===== src/rtl/program_loader.sv =====
// Boot loader: packs a valid/ready byte stream MSB-first into 32-bit words, writes them to memory
// from address 0 and holds the CPU in reset until the image is in. Option: LOADER_CHECKSUM_EN.
module program_loader #(
  parameter int unsigned ADDR_W     = 7,
  parameter int unsigned LOAD_WORDS = 128
) (
  input  logic              clk,
  input  logic              reset,
  input  logic              in_valid,
  input  logic [7:0]        in_byte,
  output logic              in_ready,
  input  logic              reload,
  output logic              mem_we,
  output logic [ADDR_W-1:0] mem_addr,
  output logic [31:0]       mem_wdata,
  output logic              cpu_reset,
  output logic              done,
`ifdef LOADER_CHECKSUM_EN
  output logic              csum_err,
`endif
  output logic [ADDR_W:0]   loaded_count
);

`ifdef LOADER_CHECKSUM_EN
  typedef enum logic [2:0] {StLoad, StWrite, StRun, StCheck, StError} state_e;
`else
  typedef enum logic [1:0] {StLoad, StWrite, StRun} state_e;
`endif

  localparam logic [ADDR_W:0] LastCount = (ADDR_W+1)'(LOAD_WORDS);

  state_e            state_q, state_d;
  logic [1:0]        byte_cnt_q, byte_cnt_d;
  // Only the first three bytes need holding; the fourth goes straight into the write data.
  logic [23:0]       asm_q, asm_d;
  logic [ADDR_W:0]   cnt_q, cnt_d;
  logic [ADDR_W-1:0] addr_q, addr_d;
  logic [31:0]       wdata_q, wdata_d;
  logic              in_ready_q, in_ready_d;
  logic              mem_we_q, mem_we_d;
  logic              cpu_reset_q, cpu_reset_d;
  logic              done_q, done_d;
  logic              accept;
  logic              clear;
`ifdef LOADER_CHECKSUM_EN
  logic [7:0]        csum_q, csum_d;
  logic              csum_err_q, csum_err_d;
`endif

  always_comb begin
    accept     = in_valid && in_ready_q;
    clear      = 1'b0;
    state_d    = state_q;
    byte_cnt_d = byte_cnt_q;
    asm_d      = asm_q;
    cnt_d      = cnt_q;
    addr_d     = addr_q;
    wdata_d    = wdata_q;
`ifdef LOADER_CHECKSUM_EN
    csum_d     = csum_q;
`endif

    case (state_q)
      StLoad: begin
        if (accept) begin
          asm_d      = {asm_q[15:0], in_byte};
          byte_cnt_d = byte_cnt_q + 2'd1;
`ifdef LOADER_CHECKSUM_EN
          csum_d     = csum_q ^ in_byte;
`endif
          if (byte_cnt_q == 2'd3) begin
            state_d = StWrite;
            addr_d  = cnt_q[ADDR_W-1:0];
            wdata_d = {asm_q, in_byte};
          end
        end
      end
      StWrite: begin
        cnt_d = cnt_q + (ADDR_W+1)'(1);
        if (cnt_d == LastCount) begin
`ifdef LOADER_CHECKSUM_EN
          state_d = StCheck;
`else
          state_d = StRun;
`endif
        end else begin
          state_d = StLoad;
        end
      end
      StRun: begin
        if (reload) clear = 1'b1;
      end
`ifdef LOADER_CHECKSUM_EN
      StCheck: begin
        if (accept) state_d = (in_byte == csum_q) ? StRun : StError;
      end
      StError: begin
        if (reload) clear = 1'b1;
      end
`endif
      default: clear = 1'b1;
    endcase

    if (clear) begin
      state_d    = StLoad;
      byte_cnt_d = '0;
      asm_d      = '0;
      cnt_d      = '0;
`ifdef LOADER_CHECKSUM_EN
      csum_d     = '0;
`endif
    end

    // Outputs are decoded from the next state so they line up with state_q.
`ifdef LOADER_CHECKSUM_EN
    in_ready_d  = (state_d == StLoad) || (state_d == StCheck);
    csum_err_d  = (state_d == StError);
`else
    in_ready_d  = (state_d == StLoad);
`endif
    mem_we_d    = (state_d == StWrite);
    cpu_reset_d = (state_d != StRun);
    done_d      = (state_d == StRun);
  end

  always_ff @(posedge clk) begin
    if (reset) begin
      state_q     <= StLoad;
      byte_cnt_q  <= '0;
      asm_q       <= '0;
      cnt_q       <= '0;
      addr_q      <= '0;
      wdata_q     <= '0;
      in_ready_q  <= 1'b1;
      mem_we_q    <= 1'b0;
      cpu_reset_q <= 1'b1;
      done_q      <= 1'b0;
`ifdef LOADER_CHECKSUM_EN
      csum_q      <= '0;
      csum_err_q  <= 1'b0;
`endif
    end else begin
      state_q     <= state_d;
      byte_cnt_q  <= byte_cnt_d;
      asm_q       <= asm_d;
      cnt_q       <= cnt_d;
      addr_q      <= addr_d;
      wdata_q     <= wdata_d;
      in_ready_q  <= in_ready_d;
      mem_we_q    <= mem_we_d;
      cpu_reset_q <= cpu_reset_d;
      done_q      <= done_d;
`ifdef LOADER_CHECKSUM_EN
      csum_q      <= csum_d;
      csum_err_q  <= csum_err_d;
`endif
    end
  end

  assign in_ready     = in_ready_q;
  assign mem_we       = mem_we_q;
  assign mem_addr     = addr_q;
  assign mem_wdata    = wdata_q;
  assign cpu_reset    = cpu_reset_q;
  assign done         = done_q;
  assign loaded_count = cnt_q;
`ifdef LOADER_CHECKSUM_EN
  assign csum_err     = csum_err_q;
`endif

endmodule


===== config.mk =====
export PLATFORM = sky130hd
export DESIGN_NAME = program_loader
export DESIGN_NICKNAME = d
export VERILOG_FILES = /design/src/rtl/program_loader.sv
export SDC_FILE = /design/constraint.sdc
export NUM_CORES = 1
export LEC_CHECK = 0
export CAP_MARGIN = 20
export CORE_UTILIZATION = 35
export CTS_CLUSTER_DIAMETER = 120
export DETAILED_ROUTE_END_ITERATION = 6
export GPL_TIMING_DRIVEN = 0
export PLACE_DENSITY = 0.67
export SLEW_MARGIN = 20
export SYNTH_ARGS = -nofsm -noshare
export SYNTH_HDL_FRONTEND = slang
export SYNTH_SLANG_ARGS = --single-unit
export TNS_END_PERCENT = 50

===== constraint.sdc =====
create_clock -name clk -period 2.8 [get_ports clk]
set_input_delay 0.28 -clock clk [delete_from_list [all_inputs] [get_ports clk]]
set_output_delay 0.28 -clock clk [all_outputs]
set_load 0.05 [all_outputs]

### Word-level counts from Yosys, hierarchy flattened

Cells that the tools add are included.

| word-level totals | value |
|---|---|
| flip-flop bits (word level) | 79 |
| logic and storage cells | 33 |
| input bits | 12 |
| output and inout port bits | 51 |

| operators by class | value |
|---|---|
| reduce and logical (&&, ||, !) cells | 7 |
| equal/unequal tests | 7 |
| multiplexer cells | 7 |
| add/sub/neg operators | 2 |

Operators with widths:

| kind | number |
|---|---|
| adder 8 x 1 -> 8 bit, second input constant | 1 |
| == test 8 bit, second input constant | 1 |
| 2-to-1 mux 2 bit | 4 |
| == test 2 bit, second input constant | 3 |
| == test 2 x 1 -> 1 bit, second input constant | 2 |
| zero test 2 bit | 2 |
| one-hot mux 2 bit (2 select lines) | 1 |
| OR reduction 2 bit | 2 |
| AND reduction 3 bit | 1 |
| adder 2 x 1 -> 2 bit, second input constant | 1 |
| inequality test 2 bit, second input constant | 1 |
| one-hot mux 1 bit (2 select lines) | 1 |
| AND reduction 2 bit | 1 |
| logical AND 1 bit | 1 |
| 2-to-1 mux 1 bit | 1 |

### Longest topological paths before layout

| logic depth | value |
|---|---|
| depth in word-level cells | 6 |
| depth in mapped cells | 7 |
| depth with buffers taken out | 5 |

### Worst setup path after synthesis

OpenSTA, ideal clock, no wires.

| path | value |
|---|---|
| path kind | register -> register |
| start point | reg cnt_q[0], in the netlist loaded_count[0] |
| end point | reg cpu_reset_q, in the netlist cpu_reset |
| required time | 2.668 ns |
| path buffers | 0 |
| arrival time | 1.881 ns |
| slack | 0.787 ns |
| cell stages (with the launch flop) | 6 |
| period minus slack after synthesis | 2.013 ns |
| library setup time | 0.132 ns |
| cells stage by stage | dfxtp_1 -> ha_1 -> nand3_2 -> or4_1 -> nand3_1 -> a31oi_1 |

| between the ends | value |
|---|---|
| longest elaborated chain between the ends | 6 |

RTL lines:

| element | line | text |
|---|---|---|
| start: declaration | 36 | `logic [ADDR_W:0] cnt_q, cnt_d;` |
| start signal: assignment | 146 | `cnt_q <= cnt_d;` |
| adder 8 x 1 -> 8 bit | 79 | `cnt_d = cnt_q + (ADDR_W+1)'(1);` |
| == test 8 bit | 80 | `if (cnt_d == LastCount) begin` |
| 2-to-1 mux 2 bit | 80 |  |
| one-hot mux 2 bit (2 select lines) | 63 | `case (state_q)` |
| 2-to-1 mux 2 bit | 104 | `if (clear) begin` |
| inequality test 2 bit | 122 | `cpu_reset_d = (state_d != StRun);` |
| end signal: assignment | 151 | `cpu_reset_q <= cpu_reset_d;` |
| end: declaration | 41 | `logic cpu_reset_q, cpu_reset_d;` |

No other way between the ends.
A chain may end at the register's enable or synchronous reset.

### Worst setup path in the final report

| path | value |
|---|---|
| start point | reg cnt_q[0], in the netlist loaded_count[0] |
| end point | out loaded_count[0] |

RTL lines:

| element | line | text |
|---|---|---|
| end: declaration | 21 | `output logic [ADDR_W:0] loaded_count` |

No word-level cell between the ends.

==> flow_summary.ini <==
[outcome]
status = finished clean

[setup_path]
worstPathArrival_ns = 1.75
end_kind = output pin
crit_type = reg -> out
slowest_stage = clkdlybuf4s50_1
critPathMaxStageDelay_ns = 0.87
crit_required_ns = 2.52
crit_buf_inv = 1
cp-start-kind = register
crit_fanout = 9
cp_top_family = buffers and inverters
crit_chain = clkdlybuf4s50_1
regToRegSetupSlack_ns = 0.90

[global_route]
grt_pass1_vias = 2337
grt_overflow = 0
grt_start_max_net_pins = 13
antenna_found_initial = 0
grt_use_total_pct = 16.20
grt_pass1_wl_mm = 11.04

[floorplan]
initial_core_util_pct = 36.10
die_area_um2 = 8804
coreArea_um2 = 8175
row_count = 33
die_y_um = 93.83
num_io_pins = 63
die_w_um = 93.83

[cts]
postCtsSetupRepairBufs = 0
cts-root-buf = clkbuf_8
htreeDepth = 3
ctsHoldBuffers = 0
clockBufferDepth = 2
cts.sinks = 79
clk_latency_ns = 0.35
numCtsBuffers = 9
cts.repair.resized = 0
cts.clk_slew.worst_paths_ns = 0.07
cts_tree = done

[drt]
drtIter0Drc = 94
routedWlPerCell_um = 12.16
ant_nets = 0
wl_met3_um = 310
post_drt_via_cell_ratio = 4.686
highest_layer = met4
met1Wirelength_mm = 3.197
wirelength_mm = 6.664
num_vias = 2568
drt_pre_antenna_iters = 4
drcViolationCount = 0
wl_met2_mm = 3.053

[sta]
max_slew_margin_pct = 64.62
tns_ns = 0
grt_setup_unrepaired = false
fin_crit_sh_pct = 72.44
finClkSkew_ns = 0.006251
fmax_ghz = 0.4930
post-route-min-period_ns = 2.028
hold_viol = 0
maxSlewViolCount = 0
worst_pin_slew_ns = 0.5291
setup_violations = 0

[logic_synthesis]
synth_flop_cell = dfxtp_1
synth-edff-count = 0
syn_area_um2 = 2952
synthCells = 365
synth_fp_nets = 380
synth_area_per_cell_um2 = 8.087
yosys_warnings = 0
synth_seq_cells = 79
yosysSeqAreaShare_pct = 53.58
synth_cell_types = 33
async_flop_share_pct = 0

[placement]
gp_congestion = 0.8412
numPortBuffers = 62
place_hpwl_mm = 4.836
dp_cells = 532
placed_area_um2 = 3704

[cells_and_area]
drive_gt1_share_pct = 6.998
stdcell_area_um2 = 3913
diodes = 0
stdcell_count = 548
area_delta_synth_final_pct = 32.56
nets = 453

[worst_hold_path]
hp-class = reg -> reg

[flow_run]
cap_violations = 0

[power]
total_leakage_power_nw = 1.323
p_total_mw = 2.134
vdd_ir_drop_max_mv = 0.2332
power_density_nw_per_um2 = 545.4
## stage by stage
stage	setup slack (ns)	utilization, %	hold slack (ns)
detailed placement	0.6755	45.30	0.4473
global placement	0.7061	45.30	0.4455
finish	0.7715	47.86	0.4534
CTS	0.7552	47.86	0.4575
floorplan	0.7871	-	0.4160
global route	0.7363	47.86	0.4766
## power breakdown
group	total (mW)	leakage (nW)	internal, mW	switching [mW]
clock network	0.876	0.109	0.483	0.394
registers	1.15	0.639	1.14	0.0137
logic	0.103	0.575	0.0387	0.0645
total	2.13	1.32	1.66	0.472
## path summary, 6_finish.rpt
kind,from,end,depth (start not counted)
worst min register to register,mem_wdata[22],mem_wdata[22],2
worst max-delay path,loaded_count[0],loaded_count[0],1
worst min-delay path,mem_wdata[22],mem_wdata[22],2
worst max register to register,loaded_count[0],cpu_reset,5
## flip-flops by register name, summed over array words and instances (netlist names)
| signal | count |
|---|---|
| mem_wdata | 32 |
| asm_q | 24 |
| loaded_count | 8 |
| mem_addr | 7 |
| byte_cnt_q | 2 |
| state_q | 2 |
| cpu_reset | 1 |
| done | 1 |
| in_ready | 1 |
| mem_we | 1 |
## cells in the final DEF (no fill, tap or decap), types with 2 or more instances in the layout
cell type | netlist | routed
a21oi_1 | 67 | 67
clkbuf_8 | 0 | 12
ha_1 | 3 | 3
nand4_1 | 2 | 2
xor2_1 | 4 | 4
nand4b_1 | 2 | 2
a31o_2 | 3 | 3
clkbuf_1 | 12 | 13
dfxtp_1 | 79 | 79
a31oi_1 | 2 | 2
buf_2 | 6 | 6
clkdlybuf4s50_1 | 0 | 62
o21ai_0 | 4 | 4
nand2_1 | 136 | 136
buf_6 | 2 | 2
xnor2_1 | 5 | 5
buf_1 | 3 | 3
buf_4 | 2 | 2
nor2_1 | 11 | 11
nand2b_1 | 2 | 2
nor3_1 | 3 | 3
clkinv_2 | 0 | 2
nand3_1 | 4 | 4
## metal layers
metal,vias up,global-route usage [%]
met5,-,0
li1,1342,-
met1,1166,20.57
met2,52,25.91
met3,8,4.369
met4,0,6.538
## cell usage after synthesis, drive strengths merged, types with 2 or more instances
library cell / n / area share, %
nand2: 136 / 17
dfxtp: 79 / 54
a21oi: 67 / 11
buf: 13 / 2.7
clkbuf: 12 / 1.5
nor2: 11 / 1.4
nand3: 5 / 1.0
xnor2: 5 / 1.5
o21ai: 4 / 0.68
xor2: 4 / 1.2
a31o: 3 / 0.89
ha: 3 / 1.3
nor3: 3 / 0.51
a31oi: 2 / 0.42
nand2b: 2 / 0.42
nand4: 2 / 0.42
nand4b: 2 / 0.59
## layout make-up
class	count	area, um2
Clock inverter	3	40.04
Fill cell	802	4263
Tap cell	105	131.4
Inverter	1	3.754
Timing Repair Buffer	62	620.6
Multi-Input combinational cell	260	1242
Clock buffer	13	168.9
Sequential cell	79	1582
Buffer	25	123.9
## logic make-up (layout without fill, tap and decap cells)
family	after synthesis	count (layout)	share of synthesized area, %
buf+inv	26	104	4.323
fa+ha+maj	3	3	1.272
flops	79	79	53.58
simple gates	171	171	24.50
compound gates	77	77	13.65
xor+xnor	9	9	2.670
## tightest hold or removal path, cell delays in order, from the launching register on
cell and delay, ns:
dfxtp_1 0.31, nand2_1 0.05, a21oi_1 0.05
Note: power is estimated with default switching activity, not from simulation.
==> RTL edit (config.mk and constraints unchanged) <==
Set the parameter `ADDR_W` to 5 (it was 7).
--- a/src/rtl/program_loader.sv
+++ b/src/rtl/program_loader.sv
@@ -2,5 +2,5 @@
 // from address 0 and holds the CPU in reset until the image is in. Option: LOADER_CHECKSUM_EN.
 module program_loader #(
-  parameter int unsigned ADDR_W     = 7,
+  parameter int unsigned ADDR_W     = 5,
   parameter int unsigned LOAD_WORDS = 128
 ) (
Ports: changed (resized loaded_count and mem_addr); port bits go from 63 to 59. The function was not compared with the original's and may differ.
==> RTL edit against the original RTL <==
Synthesized area down 5.4%; count of clock-buffer cells in the layout decreased by 1; design area shrank 6.4%; global-route usage about the same; power down 11%; routed wire length down 9.2%; sequential cell count down 4; setup slack improved by 0.085 ns; critical path type unchanged.
==> RTL edit: results (changes against the original RTL) <==
* Status: finished, final reports clean (unchanged)
* Mux contribution to synthesized area at 0.3584% (was 0%)
* Net Count, Synth at 345 (was 380)
* CP arrival at 1.66 ns (was 1.75 ns)
* Pleak at 1.278 nW (was 1.323 nW)
* First-pass GRT wire length at 10.63 mm (was 11.04 mm)
* Main synth FF type: dfxtp_1 (unchanged)
* Drt initial violations at 86 (was 94)
* All-Layer GR Usage at 16.24% (was 16.20%)
* Skew-Pair Late Insertion Delay at 0.34 ns
* Top delay family on crit path: buffers and inverters (unchanged)
* Commonest cells post-synth: nand2_1 (126), dfxtp_1 (75), a21oi_1 (62) (was nand2_1 (136), dfxtp_1 (79), a21oi_1 (67))
* DR vias at 2316 (was 2568)
* Compound-Gate Fraction of Synth Area at 14.25% (was 13.65%)
* VDD IR-drop max at 0.2646 mV (was 0.2332 mV)
* Hold Path Class: flip-flop to flip-flop (unchanged)
* Fraction of layout instances using a drive strength above 1 at 8.685% (was 6.998%)
* Synth top area cells: dfxtp_1 (54%), nand2_1 (17%), a21oi_1 (11%) (unchanged)
* Drt total wl at 6.052 mm (was 6.664 mm)
* Slowest cell delay on critical path at 0.85 ns (was 0.87 ns)
* Nets at 414 (was 453)
* Crit Path Max Fanout at 7 (was 9)
* Clock Path Buffers at 2 (unchanged)
* Distinct cells, synth at 30 (was 33)
* Largest net degree at the start of global routing at 12 (was 13)
* Fillers at 785 (was 802)
* R2R Setup Slk at 1.07 ns (was 0.90 ns)
* Post-synthesis sequential area ratio at 53.76% (was 53.58%)
* Worst-case clock skew at 0.007669 ns (was 0.006251 ns)
* Adder-Cell Fraction of Synth Area at 1.344% (was 1.272%)
* Pin slew with the least headroom to its limit at 0.5474 ns (was 0.5291 ns)
* Synth Area in XOR/XNOR at 2.509% (was 2.671%)
* Cell area after placement at 3501 sq um (was 3704 sq um)
* RePlAce Congestion at 0.7653 (was 0.8412)
* PortBufs at 58 (was 62)
* Largest register FFs at 32 (unchanged)
* Post-DP HPWL at 4.228 mm (was 4.836 mm)
RTL edit: cell count changes after synthesis, moves of 2 or more:
cell / change
nand4b_1: -2
nand2_1: -10
nand3_1: -2
dfxtp_1: -4
buf_2: +2
a31o_2: -2
buf_1: -3
nor3_1: -3
a21o_1: +2
a21oi_1: -5
clkbuf_1: -3
o21ai_0: -3
buf_8: +4
RTL edit: cells by family after synthesis:
| family | count (synthesis) |
|---|---|
| fa+ha+maj | 3 |
| buf+inv | 24 |
| mux | 1 |
| flops | 75 |
| simple gates | 148 |
| compound gates | 71 |
| xor+xnor | 8 |
RTL edit: path summary, 6_finish.rpt:
kind / from / endpoint / cells past startpoint
setup / recovery: loaded_count[0]$_SDFFE_PP0P_ / loaded_count[0] / 1
hold / removal: mem_wdata[18]$_SDFFE_PP0P_ / mem_wdata[18]$_SDFFE_PP0P_ / 2
setup reg to reg: loaded_count[0]$_SDFFE_PP0P_ / in_ready$_SDFF_PP1_ / 5
hold reg to reg: mem_wdata[18]$_SDFFE_PP0P_ / mem_wdata[18]$_SDFFE_PP0P_ / 2
RTL edit: metal layers:
metal	share of wire, %	vias up	track usage (%)
li1	-	1207	-
met1	50	1055	21.37
met2	44	47	25.00
met3	3.9	7	4.020
met4	1.8	0	7.540
met5	0	-	0
RTL edit: cell type report:
| cell class | count | area share, % |
|---|---|---|
| sequential | 75 | 41.01 |
| multi-input combinational | 231 | 30.79 |
| timing repair buffer | 58 | 15.86 |
| buffer | 24 | 4.477 |
| clock buffer | 12 | 3.964 |
| tap | 102 | 3.486 |
| clock inverter | 3 | 0.4101 |
RTL edit: per-stage QoR:
| step | util [%] | hold WS [ns] | worst slack [ns] | instances |
|---|---|---|---|---|
| 6_report | 47.38 | 0.4540 | 0.8566 | 505 |
| 5_1_grt | 47.38 | 0.4744 | 0.7883 | 505 |
| 4_1_cts | 47.38 | 0.4575 | 0.8435 | 505 |
| 3_5_place_dp | 45.30 | 0.4474 | 0.8056 | 490 |
| 3_3_place_gp | 45.30 | 0.4423 | 0.8247 | 490 |
| 2_1_floorplan | - | 0.3637 | 0.9012 | 330 |
RTL edit: power by group:
part | switching [mW] | internal (mW) | total [mW]
clock network | 0.366 | 0.337 | 0.703
registers | 0.0126 | 1.08 | 1.10
logic | 0.0657 | 0.0414 | 0.107
